## config.mk

```make
export PLATFORM = sky130hd
export DESIGN_NAME = bht_update_ctrl_flat
export DESIGN_NICKNAME = d
export VERILOG_FILES = /design/src/rtl/bht_ctrl_pkg.sv /design/src/rtl/bht_update_ctrl_if.sv /design/src/rtl/bht_upd_fifo.sv /design/src/rtl/bht_update_ctrl.sv /design/src/flat_wrapper.sv
export SDC_FILE = /design/constraint.sdc
export NUM_CORES = 1
export LEC_CHECK = 0
export CORE_MARGIN = 2
export CORE_UTILIZATION = 45
export DETAILED_ROUTE_END_ITERATION = 8
export GPL_TIMING_DRIVEN = 0
export PLACE_DENSITY = 0.73
export SYNTH_ARGS = -nofsm -noshare
export SYNTH_HDL_FRONTEND = slang
export SYNTH_SLANG_ARGS = --single-unit
```

## constraint.sdc

```tcl
create_clock -name clk_i -period 3.2 [get_ports clk_i]
set_input_delay 0.64 -clock clk_i [delete_from_list [all_inputs] [get_ports clk_i]]
set_output_delay 0.64 -clock clk_i [all_outputs]
set_load 0.02 [all_outputs]
```

## src/rtl/bht_ctrl_pkg.sv

```systemverilog
// rtl/bht_ctrl_pkg.sv - shared FSM state and update-entry types for the BHT update controller
package bht_ctrl_pkg;

  localparam int BHT_VLEN       = 64;
  localparam int BHT_INDEX_BITS = 6;

  typedef enum logic [1:0] {
    ST_RST   = 2'd0,
    ST_FLUSH = 2'd1,
    ST_IDLE  = 2'd2
  } bht_state_e;

  typedef struct packed {
    logic [BHT_VLEN-1:0]       pc;
    logic                      taken;
    logic [BHT_INDEX_BITS-1:0] index;
  } bht_upd_entry_t;

endpackage

```

## src/rtl/bht_update_ctrl_if.sv

```systemverilog
// rtl/bht_update_ctrl_if.sv - requester, BHT update and row-initialise signal bundle
interface bht_update_ctrl_if #(
  parameter int NUM_REQ    = 2,
  parameter int VLEN       = 64,
  parameter int INDEX_BITS = 6,
  parameter int NR_ROWS    = 64
);
  localparam int ROW_W = (NR_ROWS > 1) ? $clog2(NR_ROWS) : 1;

  logic                                flush_i;
  logic                                debug_mode_i;
  logic [NUM_REQ-1:0]                  req_valid_i;
  logic [NUM_REQ-1:0]                  req_ready_o;
  logic [NUM_REQ-1:0][VLEN-1:0]        req_pc_i;
  logic [NUM_REQ-1:0]                  req_taken_i;
  logic [NUM_REQ-1:0][INDEX_BITS-1:0]  req_index_i;
  logic                                upd_valid_o;
  logic [VLEN-1:0]                     upd_pc_o;
  logic                                upd_taken_o;
  logic [INDEX_BITS-1:0]               upd_index_o;
  logic                                init_we_o;
  logic [ROW_W-1:0]                    init_row_o;
  logic                                flush_done_o;
  logic                                busy_o;

  modport slave (
    input  flush_i, debug_mode_i, req_valid_i, req_pc_i, req_taken_i, req_index_i,
    output req_ready_o, upd_valid_o, upd_pc_o, upd_taken_o, upd_index_o,
           init_we_o, init_row_o, flush_done_o, busy_o
  );

  modport master (
    output flush_i, debug_mode_i, req_valid_i, req_pc_i, req_taken_i, req_index_i,
    input  req_ready_o, upd_valid_o, upd_pc_o, upd_taken_o, upd_index_o,
           init_we_o, init_row_o, flush_done_o, busy_o
  );

endinterface

```

## src/rtl/bht_upd_fifo.sv

```systemverilog
// rtl/bht_upd_fifo.sv - power-of-2 update buffer with wrapping pointers and occupancy counter
module bht_upd_fifo #(
  parameter int  DEPTH   = 4,
  parameter type entry_t = logic [7:0]
) (
  input  logic   clk,
  input  logic   rst,
  input  logic   clr,
  input  logic   push,
  input  entry_t push_data,
  input  logic   pop,
  output entry_t head,
  output logic   empty,
  output logic   full
);

  localparam int PTR_W = (DEPTH > 1) ? $clog2(DEPTH) : 1;

  entry_t           mem [DEPTH];
  logic [PTR_W-1:0] wr_ptr;
  logic [PTR_W-1:0] rd_ptr;
  logic [PTR_W:0]   count;
  logic             do_push;
  logic             do_pop;

  assign empty   = (count == '0);
  assign full    = (count == (PTR_W + 1)'(DEPTH));
  assign do_push = push && !full && !clr;
  assign do_pop  = pop && !empty && !clr;
  assign head    = mem[rd_ptr];

  always_ff @(posedge clk or posedge rst) begin
    if (rst) begin
      wr_ptr <= '0;
      rd_ptr <= '0;
      count  <= '0;
    end else if (clr) begin
      wr_ptr <= '0;
      rd_ptr <= '0;
      count  <= '0;
    end else begin
      if (do_push) wr_ptr <= wr_ptr + 1'b1;
      if (do_pop)  rd_ptr <= rd_ptr + 1'b1;
      // simultaneous push and pop leaves occupancy unchanged
      case ({do_push, do_pop})
        2'b10:   count <= count + 1'b1;
        2'b01:   count <= count - 1'b1;
        default: count <= count;
      endcase
    end
  end

  // payload storage needs no reset: head is only consumed while count is non-zero
  always_ff @(posedge clk) begin
    if (do_push) mem[wr_ptr] <= push_data;
  end

endmodule

```

## src/rtl/bht_update_ctrl.sv

```systemverilog
// rtl/bht_update_ctrl.sv - BHT row init sequencer plus round-robin update buffer
// Optional counters: define BHT_UPD_CTRL_STATS_EN for stat_accepted_o / stat_dropped_o.
module bht_update_ctrl
  import bht_ctrl_pkg::*;
#(
  parameter int NUM_REQ    = 2,
  parameter int FIFO_DEPTH = 4,
  parameter int NR_ROWS    = 64,
  parameter int VLEN       = BHT_VLEN,
  parameter int INDEX_BITS = BHT_INDEX_BITS
) (
  input  logic clk_i,
  input  logic rst_i,
  bht_update_ctrl_if.slave bus
`ifdef BHT_UPD_CTRL_STATS_EN
  ,
  output logic [31:0] stat_accepted_o,
  output logic [31:0] stat_dropped_o
`endif
);

  localparam int ROW_W = (NR_ROWS > 1) ? $clog2(NR_ROWS) : 1;
  localparam int REQ_W = (NUM_REQ > 1) ? $clog2(NUM_REQ) : 1;

  bht_state_e            state_q, state_d;
  logic [ROW_W-1:0]      row_q, row_d;
  logic [REQ_W-1:0]      rr_q, grant_idx, cand_idx;
  logic                  done_q, done_d;
  logic                  found, accept_ok, hs, push, pop, upd_valid;
  logic                  fifo_clr, fifo_empty, fifo_full;
  logic [NUM_REQ-1:0]    grant_oh;
  logic [VLEN-1:0]       sel_pc;
  logic [INDEX_BITS-1:0] sel_index;
  bht_upd_entry_t        push_entry, head;
  int                    cand;

  // first valid requester at or after rr_q wins
  always_comb begin
    found     = 1'b0;
    grant_idx = '0;
    cand      = 0;
    cand_idx  = '0;
    for (int k = 0; k < NUM_REQ; k++) begin
      cand     = (int'(rr_q) + k) % NUM_REQ;
      cand_idx = REQ_W'(cand);
      if (!found && bus.req_valid_i[cand_idx]) begin
        found     = 1'b1;
        grant_idx = cand_idx;
      end
    end
  end

  always_comb begin
    grant_oh = '0;
    if (found) grant_oh[grant_idx] = 1'b1;
  end

  assign accept_ok = (state_q == ST_IDLE) && !fifo_full && !bus.flush_i;
  assign hs        = found && accept_ok;
  assign push      = hs && !bus.debug_mode_i;

  assign sel_pc     = bus.req_pc_i[grant_idx];
  assign sel_index  = bus.req_index_i[grant_idx];
  assign push_entry = '{pc: sel_pc, taken: bus.req_taken_i[grant_idx], index: sel_index};

  // a flush request suppresses the head so discarded entries never reach the BHT
  assign upd_valid = (state_q == ST_IDLE) && !fifo_empty && !bus.flush_i;
  assign pop       = upd_valid;
  assign fifo_clr  = (state_q == ST_RST) || ((state_q == ST_IDLE) && bus.flush_i);

  bht_upd_fifo #(
    .DEPTH   (FIFO_DEPTH),
    .entry_t (bht_upd_entry_t)
  ) u_fifo (
    .clk       (clk_i),
    .rst       (rst_i),
    .clr       (fifo_clr),
    .push      (push),
    .push_data (push_entry),
    .pop       (pop),
    .head      (head),
    .empty     (fifo_empty),
    .full      (fifo_full)
  );

  always_comb begin
    state_d = state_q;
    row_d   = row_q;
    done_d  = 1'b0;
    unique case (state_q)
      ST_RST: begin
        state_d = ST_FLUSH;
        row_d   = '0;
      end
      ST_FLUSH: begin
        if (bus.flush_i) begin
          row_d = '0;
        end else if (row_q == ROW_W'(NR_ROWS - 1)) begin
          state_d = ST_IDLE;
          row_d   = '0;
          done_d  = 1'b1;
        end else begin
          row_d = row_q + 1'b1;
        end
      end
      ST_IDLE: begin
        if (bus.flush_i) begin
          state_d = ST_FLUSH;
          row_d   = '0;
        end
      end
      default: begin
        state_d = ST_RST;
        row_d   = '0;
      end
    endcase
  end

  always_ff @(posedge clk_i or posedge rst_i) begin
    if (rst_i) begin
      state_q <= ST_RST;
      row_q   <= '0;
      rr_q    <= '0;
      done_q  <= 1'b0;
    end else begin
      state_q <= state_d;
      row_q   <= row_d;
      done_q  <= done_d;
      if (hs) rr_q <= (grant_idx == REQ_W'(NUM_REQ - 1)) ? '0 : grant_idx + 1'b1;
    end
  end

  assign bus.req_ready_o  = accept_ok ? grant_oh : '0;
  assign bus.upd_valid_o  = upd_valid;
  assign bus.upd_pc_o     = upd_valid ? head.pc    : '0;
  assign bus.upd_taken_o  = upd_valid ? head.taken : 1'b0;
  assign bus.upd_index_o  = upd_valid ? head.index : '0;
  assign bus.init_we_o    = (state_q == ST_FLUSH);
  assign bus.init_row_o   = row_q;
  assign bus.flush_done_o = done_q;
  // reset state is RST, so busy is masked while rst_i holds the block
  assign bus.busy_o       = !rst_i && ((state_q != ST_IDLE) || !fifo_empty);

`ifdef BHT_UPD_CTRL_STATS_EN
  logic        drop;
  logic [31:0] acc_q, drop_q;

  assign drop = hs && bus.debug_mode_i;

  always_ff @(posedge clk_i or posedge rst_i) begin
    if (rst_i) begin
      acc_q  <= '0;
      drop_q <= '0;
    end else begin
      if (push && (acc_q != '1))  acc_q  <= acc_q + 1'b1;
      if (drop && (drop_q != '1)) drop_q <= drop_q + 1'b1;
    end
  end

  assign stat_accepted_o = acc_q;
  assign stat_dropped_o  = drop_q;
`endif

endmodule

```

## src/flat_wrapper.sv

```systemverilog
// flat-port wrapper written by rule: the top's interface ports become plain ports
module bht_update_ctrl_flat import bht_ctrl_pkg::*;
#(
  parameter int NUM_REQ    = 2,
  parameter int FIFO_DEPTH = 4,
  parameter int NR_ROWS    = 64,
  parameter int VLEN       = BHT_VLEN,
  parameter int INDEX_BITS = BHT_INDEX_BITS
)
  (clk_i, rst_i, bus_flush_i, bus_debug_mode_i, bus_req_valid_i, bus_req_pc_i, bus_req_taken_i, bus_req_index_i, bus_req_ready_o, bus_upd_valid_o, bus_upd_pc_o, bus_upd_taken_o, bus_upd_index_o, bus_init_we_o, bus_init_row_o, bus_flush_done_o, bus_busy_o);
  bht_update_ctrl_if #(.NUM_REQ(NUM_REQ), .VLEN(VLEN), .INDEX_BITS(INDEX_BITS), .NR_ROWS(NR_ROWS)) bus_i ();
  input  logic clk_i;
  input  logic rst_i;
  input wire logic [$bits(bus_i.flush_i)-1:0] bus_flush_i;
  input wire logic [$bits(bus_i.debug_mode_i)-1:0] bus_debug_mode_i;
  input wire logic [$bits(bus_i.req_valid_i)-1:0] bus_req_valid_i;
  input wire logic [$bits(bus_i.req_pc_i)-1:0] bus_req_pc_i;
  input wire logic [$bits(bus_i.req_taken_i)-1:0] bus_req_taken_i;
  input wire logic [$bits(bus_i.req_index_i)-1:0] bus_req_index_i;
  output wire logic [$bits(bus_i.req_ready_o)-1:0] bus_req_ready_o;
  output wire logic [$bits(bus_i.upd_valid_o)-1:0] bus_upd_valid_o;
  output wire logic [$bits(bus_i.upd_pc_o)-1:0] bus_upd_pc_o;
  output wire logic [$bits(bus_i.upd_taken_o)-1:0] bus_upd_taken_o;
  output wire logic [$bits(bus_i.upd_index_o)-1:0] bus_upd_index_o;
  output wire logic [$bits(bus_i.init_we_o)-1:0] bus_init_we_o;
  output wire logic [$bits(bus_i.init_row_o)-1:0] bus_init_row_o;
  output wire logic [$bits(bus_i.flush_done_o)-1:0] bus_flush_done_o;
  output wire logic [$bits(bus_i.busy_o)-1:0] bus_busy_o;
  assign bus_i.flush_i = bus_flush_i;
  assign bus_i.debug_mode_i = bus_debug_mode_i;
  assign bus_i.req_valid_i = bus_req_valid_i;
  assign bus_i.req_pc_i = bus_req_pc_i;
  assign bus_i.req_taken_i = bus_req_taken_i;
  assign bus_i.req_index_i = bus_req_index_i;
  assign bus_req_ready_o = bus_i.req_ready_o;
  assign bus_upd_valid_o = bus_i.upd_valid_o;
  assign bus_upd_pc_o = bus_i.upd_pc_o;
  assign bus_upd_taken_o = bus_i.upd_taken_o;
  assign bus_upd_index_o = bus_i.upd_index_o;
  assign bus_init_we_o = bus_i.init_we_o;
  assign bus_init_row_o = bus_i.init_row_o;
  assign bus_flush_done_o = bus_i.flush_done_o;
  assign bus_busy_o = bus_i.busy_o;
  bht_update_ctrl #(.NUM_REQ(NUM_REQ), .FIFO_DEPTH(FIFO_DEPTH), .NR_ROWS(NR_ROWS), .VLEN(VLEN), .INDEX_BITS(INDEX_BITS)) u_core (.clk_i(clk_i), .rst_i(rst_i), .bus(bus_i));
endmodule
```

==> results of run 1 <==
[flip-flops by register name, summed over array words and instances, names as in the netlist]
register                 cells
u_core.u_fifo.mem          284
u_core.bus.init_row_o        6
u_core.u_fifo.count          3
u_core.state_q               2
u_core.u_fifo.rd_ptr         2
u_core.u_fifo.wr_ptr         2
u_core.bus.flush_done_o      1
u_core.rr_q                  1
[cell families after synthesis]
group	count (synthesis)
AOI/OAI and AO/OA	25
xor gates and xnor gates	2
adders and majority gates	7
buffers and inverters	43
DFF	301
muxes	147
and+or+nand+nor	111
[worst paths after layout]
kind / depth (start not counted) / slack [ns] / to
worst max-delay path: 8 / 0.07 / bus_upd_pc_o[38]
worst min-delay path: 2 / 0.53 / u_core.bus.init_row_o[0]$_DFFE_PP0P_
worst max register to register: 9 / 0.31 / u_core.u_fifo.count[2]$_DFFE_PP0P_
worst min register to register: 1 / 0.54 / u_core.u_fifo.wr_ptr[0]$_DFFE_PP0P_
max in group asynchronous: 2 / 2.19 / u_core.u_fifo.rd_ptr[1]$_DFFE_PP0P_
min in group clk_i: 1 / 0.54 / u_core.u_fifo.wr_ptr[0]$_DFFE_PP0P_
[what timing repair did]
action / in CTS / in global routing
hold endpoints to repair: 0 / 0
buffers inserted: 4 / 0
setup endpoints to repair: 74 / 69
pin swaps: 1 / 0
resized for setup: 112 / 118
[power breakdown]
group          internal (W)  total (W)  switching (W)  leakage, nW
registers           0.00434    0.00434     0.00000425         2.78
logic              0.000236   0.000382       0.000147         2.24
clock network       0.00187    0.00322        0.00135        0.437
total               0.00644    0.00794        0.00150         5.46
[worst max-delay path, delay by kind of cell]
| kind | cells | cell delay, ns |
|---|---|---|
| buffers and inverters | 5 | 1.25 |
| and+or+nand+nor | 3 | 0.59 |
[cell usage in the layout (no fill, tap or decap), drive strengths merged, types with 2 or more instances in the layout]
| master | count |
|---|---|
| and2 | 76 |
| a31oi | 2 |
| inv | 10 |
| clkdlybuf4s50 | 156 |
| mux2i | 5 |
| nor2 | 7 |
| nand3b | 2 |
| clkbuf | 107 |
| nand2 | 5 |
| ha | 6 |
| nand4 | 2 |
| mux4 | 71 |
| buf | 31 |
| nor3 | 2 |
| a21oi | 8 |
| clkinvlp | 2 |
| nor2b | 2 |
| mux2 | 71 |
| clkinv | 10 |
| o211ai | 4 |
| bufinv | 2 |
| nor3b | 3 |
| and3 | 2 |
| dlygate4sd2 | 5 |
| dfrtp | 17 |
| o21ai | 7 |
| clkdlybuf4s15 | 11 |
| edfxtp | 284 |
| a311oi | 2 |
[stage by stage]
step / power (W) / setup TNS [ns]
floorplan: 0.00456 / 0
global route: 0.00821 / 0
global placement: 0.00480 / -312.91
CTS: 0.00802 / 0
detailed placement: 0.00481 / -63.06
finish: 0.00794 / 0
[layout make-up]
cell class	count	area (µm²)	share of cell area, %
Clock buffer	39	783	4.85
Sequential cell	301	8950	55.4
Clock inverter	15	125	0.774
Timing Repair Buffer	238	2140	13.2
Inverter	9	33.8	0.209
Tap cell	378	473	2.93
Buffer	33	209	1.29
Multi-Input combinational cell	292	3440	21.3
[metal layers]
layer | GRT usage (%) | vias to the layer above | part of all wire [%]
met5 | 0 | - | 0
met3 | 3.47 | 20 | 6.2
met1 | 24.7 | 3432 | 44
met4 | 3.02 | 0 | 0.91
met2 | 30.5 | 216 | 49
li1 | - | 3082 | -
==> out/metrics.yaml, run 1 <==
timing:
  drv_slew: 0
  min_period_over_period_pct: 97.7
  hold_slack_ns: 0.530
  hold_violations: 0
  slew_headroom_pct: 54.4
  tightestPinTransition_ns: 0.683
  setup_violations: 0
  final.min_clock_period_ns: 3.13
  finalClockSkew_ns: 0.0128
  setup_ws_ns: 0.0731
  rsz0062_at_grt: "false"
  clock.fmax_mhz: 320
pwr:
  ir_drop_uv: 301
  power.leakage_nw: 5.46
  power.density_nw_per_um2: 492
final_layout:
  fin_nets: 1059
  syn_to_final_growth_pct: 28.6
  layout-drive-gt1-share_pct: 31.0
  finalNonFillerCells: 1305
  fillers: 2154
  fin_area_um2: 16200
  final_util_pct: 58.5
  antennaDiodeCount: 0
placement:
  placedCellCount: 1248
  place_area_um2: 15400
  hpwl_mm: 17.3
  port_buffers: 230
  gp_congestion: 0.723
  post-place-ws_ns: -0.563
setup_path:
  crit_path_max_fanout: 10
  end_kind: "output pin"
  crit_top_cell: "buf_4"
  reg2reg_from: "u_core.state_q[1]$_DFFE_PP0P_"
  crit_slowest_cell: "clkdlybuf4s50_1"
  startpoint: "bus_flush_i"
  crit_arrival_ns: 2.49
  crit_type: "in -> out"
  cp_slowest_stage_delay_ns: 0.44
  cp_cell_sequence: "clkdlybuf4s50_1 -> or3b_1 -> buf_6 -> nor2_4 -> buf_4 -> buf_4 -> and2_1 -> clkdlybuf4s15_1"
  required_ns: 2.56
  start_kind: "input port"
synth:
  synth_xor_area_share_pct: 0.139
  yosys_register_bits: 301
  synth_top_area_cell: "edfxtp_1"
  ys_types: 42
  yosysWarnings: 0
  yosysMostFrequentCell: "edfxtp_1"
  netlist_instances: 636
  yosys.area_share.adder_pct: 0.757
  synth_area_leaders: "edfxtp_1 68%, mux4_2 13%, mux2_2 6.4%, and2_1 3.8%, dfrtp_1 3.4%"
  synthTopCellsByCount: "284 x edfxtp_1, 76 x and2_1, 71 x mux2_2, 71 x mux4_2, 21 x buf_2"
  syn_area_um2: 12600
  syn_nets: 791
  yosysTopAreaCellShare_pct: 67.9
  synth_edf_count: 284
  avgSynthCellArea_um2: 19.7
  synth_top_family_by_area: "multiplexers"
  synth.mux.area_fraction_pct: 19.5
  ys.flop_type: "edfxtp_1"
  synthSimpleGateAreaFrac_pct: 5.57
  ys_async_sr_fraction_pct: 5.65
  synth-compound-area-share_pct: 1.21
  synth.yosys.seq_area_share_pct: 71.3
detailed_routing:
  wl_per_cell_um: 20.1
  wirelength_mm: 26.3
  drc: 0
  drt_iter0_markers: 472
  via_per_inst: 5.17
  ant_nets: 0
  drtPass1Iterations: 7
  via_count: 6750
clocking:
  ctsHoldBuffers: 0
  cts_made_buffers: 29
  clockRootBuffer: "clkbuf_16"
  clkLatencyLatePin_ns: 0.54
  clk_path_buf_depth: 3
  cts_tree: "yes"
  cts_sinks: 301
  cts.clk_slew.worst_paths_ns: 0.06
  h-tree-depth: 1
die:
  rows: 61
  die_x_um: 171
  io_pins: 231
  initial_core_util_pct: 45.5
  fp.coreArea_um2: 27600
  dieArea_um2: 29300
  die-height_um: 171
flow_run:
  drv_cap: 0
outcome:
  status: "finished clean"
grt:
  grt_max_degree: 44
  grt_pass1_vias: 6947
  grt_overflow: 0
  grtUsageTotal_pct: 18.0
  grt_pass1_wl_mm: 39.6
  antenna_found_initial: 0
hold_path:
  min_path_type: "in -> async"
(Power assumes the default switching activity.)
==> run 2: changes to the inputs <==
--- a/config.mk
+++ b/config.mk
@@ -10,6 +10,7 @@
 export DETAILED_ROUTE_END_ITERATION = 8
 export GPL_TIMING_DRIVEN = 0
 export PLACE_DENSITY = 0.73
+export SKIP_LAST_GASP = 1
 export SYNTH_ARGS = -nofsm -noshare
 export SYNTH_HDL_FRONTEND = slang
 export SYNTH_SLANG_ARGS = --single-unit
==> run 2 against run 1 <==
  * Final cell count is the same
  * Critical path depth is the same
  * Highest routed layer unchanged
  * Wire length is essentially flat
==> out/metrics.yaml, run 2 (synthesis results as in run 1) <==
clocking:
  cts.clk_slew.worst_paths_ns: 0.06  # about the same
  cts_tree: "yes"
  cts_made_buffers: 29  # unchanged
  cts_sinks: 301  # unchanged
  clockRootBuffer: "clkbuf_16"
  h-tree-depth: 1  # unchanged
  clk_path_buf_depth: 3  # unchanged
  clkLatencyLatePin_ns: 0.54  # about the same
  ctsHoldBuffers: 0  # unchanged
timing:
  setup_ws_ns: 0.0636  # -0.00951 ns
  setup_violations: 0  # unchanged
  clock.fmax_mhz: 319  # -0.30%
  min_period_over_period_pct: 98.0  # +0.30 points
  finalClockSkew_ns: 0.0123  # -0.000482 ns
  hold_violations: 0  # unchanged
  setup_tns_ns: 0  # unchanged
  rsz0062_at_grt: "true"
  slew_headroom_pct: 54.3  # -0.11 points
  tightestPinTransition_ns: 0.684  # +0.00162 ns
  final.min_clock_period_ns: 3.14  # +0.00951 ns
  drv_slew: 0  # unchanged
detailed_routing:
  via_per_inst: 5.17  # about the same
  ant_nets: 0  # unchanged
  drc: 0  # unchanged
  wirelength_mm: 26.3  # about the same
  wl_per_cell_um: 20.1  # about the same
  via_count: 6752  # +0.030%
  drt_iter0_markers: 473  # +0.21%
  drtPass1Iterations: 5  # -2
setup_path:
  r2r_slack_ns: 0.33  # +0.02 ns
  reg2reg_from: "u_core.state_q[1]$_DFFE_PP0P_"
  crit_type: "in -> out"
  end_kind: "output pin"
  crit_arrival_ns: 2.50  # about the same
  required_ns: 2.56  # about the same
  r2r_cells: 9  # unchanged
  r2r-end: "u_core.u_fifo.count[2]$_DFFE_PP0P_"
  crit_path_max_fanout: 10  # unchanged
  start_kind: "input port"
pwr:
  ir_drop_uv: 302  # +0.19%
  p_total_w: 0.00794  # about the same
  power.density_nw_per_um2: 492  # about the same
  power.leakage_nw: 5.46  # about the same
placement:
  hpwl_mm: 17.3  # unchanged
  gp_congestion: 0.723  # unchanged
  place_area_um2: 15400  # unchanged
  post-place-ws_ns: -0.563  # unchanged
  port_buffers: 230  # unchanged
die:
  io_pins: 231  # unchanged
  initial_core_util_pct: 45.5  # unchanged
  fp.coreArea_um2: 27600  # unchanged
  dieArea_um2: 29300  # unchanged
  die_x_um: 171  # unchanged
  rows: 61  # unchanged
  die-height_um: 171  # unchanged
final_layout:
  fin_nets: 1059  # unchanged
  largest_register: "u_core.u_fifo.mem"
  largest_reg_flops: 284  # unchanged
  syn_to_final_growth_pct: 28.7  # about the same
  fin_area_um2: 16200  # about the same
  fillers: 2154  # unchanged
  antennaDiodeCount: 0  # unchanged
  multi_input_area_um2: 3440  # unchanged
  final_cell_mix: "284 x edfxtp_1, 156 x clkdlybuf4s50_1, 72 x and2_1"
  layout-drive-gt1-share_pct: 30.9  # -0.11 points
  layout_commonest_cell: "edfxtp_1"
  seqCellArea_um2: 8950  # unchanged
grt:
  grt_pass1_wl_mm: 39.6  # unchanged
  grt_max_degree: 44  # unchanged
  antenna_found_initial: 0  # unchanged
  grt_overflow: 0  # unchanged
  grtUsageTotal_pct: 18.0  # unchanged
  grt_pass1_vias: 6947  # unchanged
hold_path:
  min_path_type: "in -> async"
flow_run:
  drv_cap: 0  # unchanged
outcome:
  status: "finished clean"
==> run 2: layer usage <==
metal	up-vias	part of all wire (%)	GRT usage [%]
li1	3082	-	-
met1	3436	44	24.7
met2	214	49	30.5
met3	20	6.2	3.47
met4	0	0.91	3.02
met5	-	0	0
==> run 2: final cells by class <==
cell class	count	share of cell area [%]
inverter	9	0.209
clock inverter	15	0.774
timing repair buffer	238	13.3
clock buffer	39	4.85
tap	378	2.93
multi-input combinational	292	21.3
sequential	301	55.4
buffer	33	1.29
==> run 2: power breakdown <==
| group | internal [W] | leakage (nW) | switching, W |
|---|---|---|---|
| clock network | 0.00187 | 0.437 | 0.00135 |
| logic | 0.000236 | 2.24 | 0.000147 |
| registers | 0.00434 | 2.78 | 0.00000431 |
| total | 0.00644 | 5.46 | 0.00150 |
==> run 2: critical path, cell delays in order <==
cell and delay (ns):
clkdlybuf4s50_1 0.44, or3b_1 0.37, buf_6 0.15, nor2_4 0.08, buf_4 0.17, buf_4 0.18, and2_1 0.13, dlygate4sd2_1 0.33
==> run 2: worst max path at each step <==
stage / start / end / slack [ns]
finish: bus_flush_i / bus_upd_pc_o[56] / 0.06
global route: bus_flush_i / bus_upd_pc_o[56] / -0.05
CTS: bus_flush_i / bus_upd_pc_o[55] / 0.003
detailed placement: bus_flush_i / bus_upd_pc_o[35] / -0.56
global placement: bus_flush_i / u_core.u_fifo.mem[0][21]$_DFFE_PP_ / -1.01
floorplan: bus_flush_i / u_core.u_fifo.mem[0][0]$_DFFE_PP_ / 0.27
==> run 2: repair_timing <==
item                                    CTS  global route
endpoints found under the setup margin   74            69
hold endpoints to repair                  0             0
gates resized for setup                 112           116
pin swaps                                 1             0
buffers inserted                          4             0
==> run 2: stage by stage <==
step	util [%]	std cells	hold WS [ns]
finish	58.5	1305	0.530
detailed placement	55.9	1248	0.517
CTS	59.2	1305	0.529
global route	58.5	1305	0.588
floorplan	-	636	0.485
global placement	55.5	1244	0.499
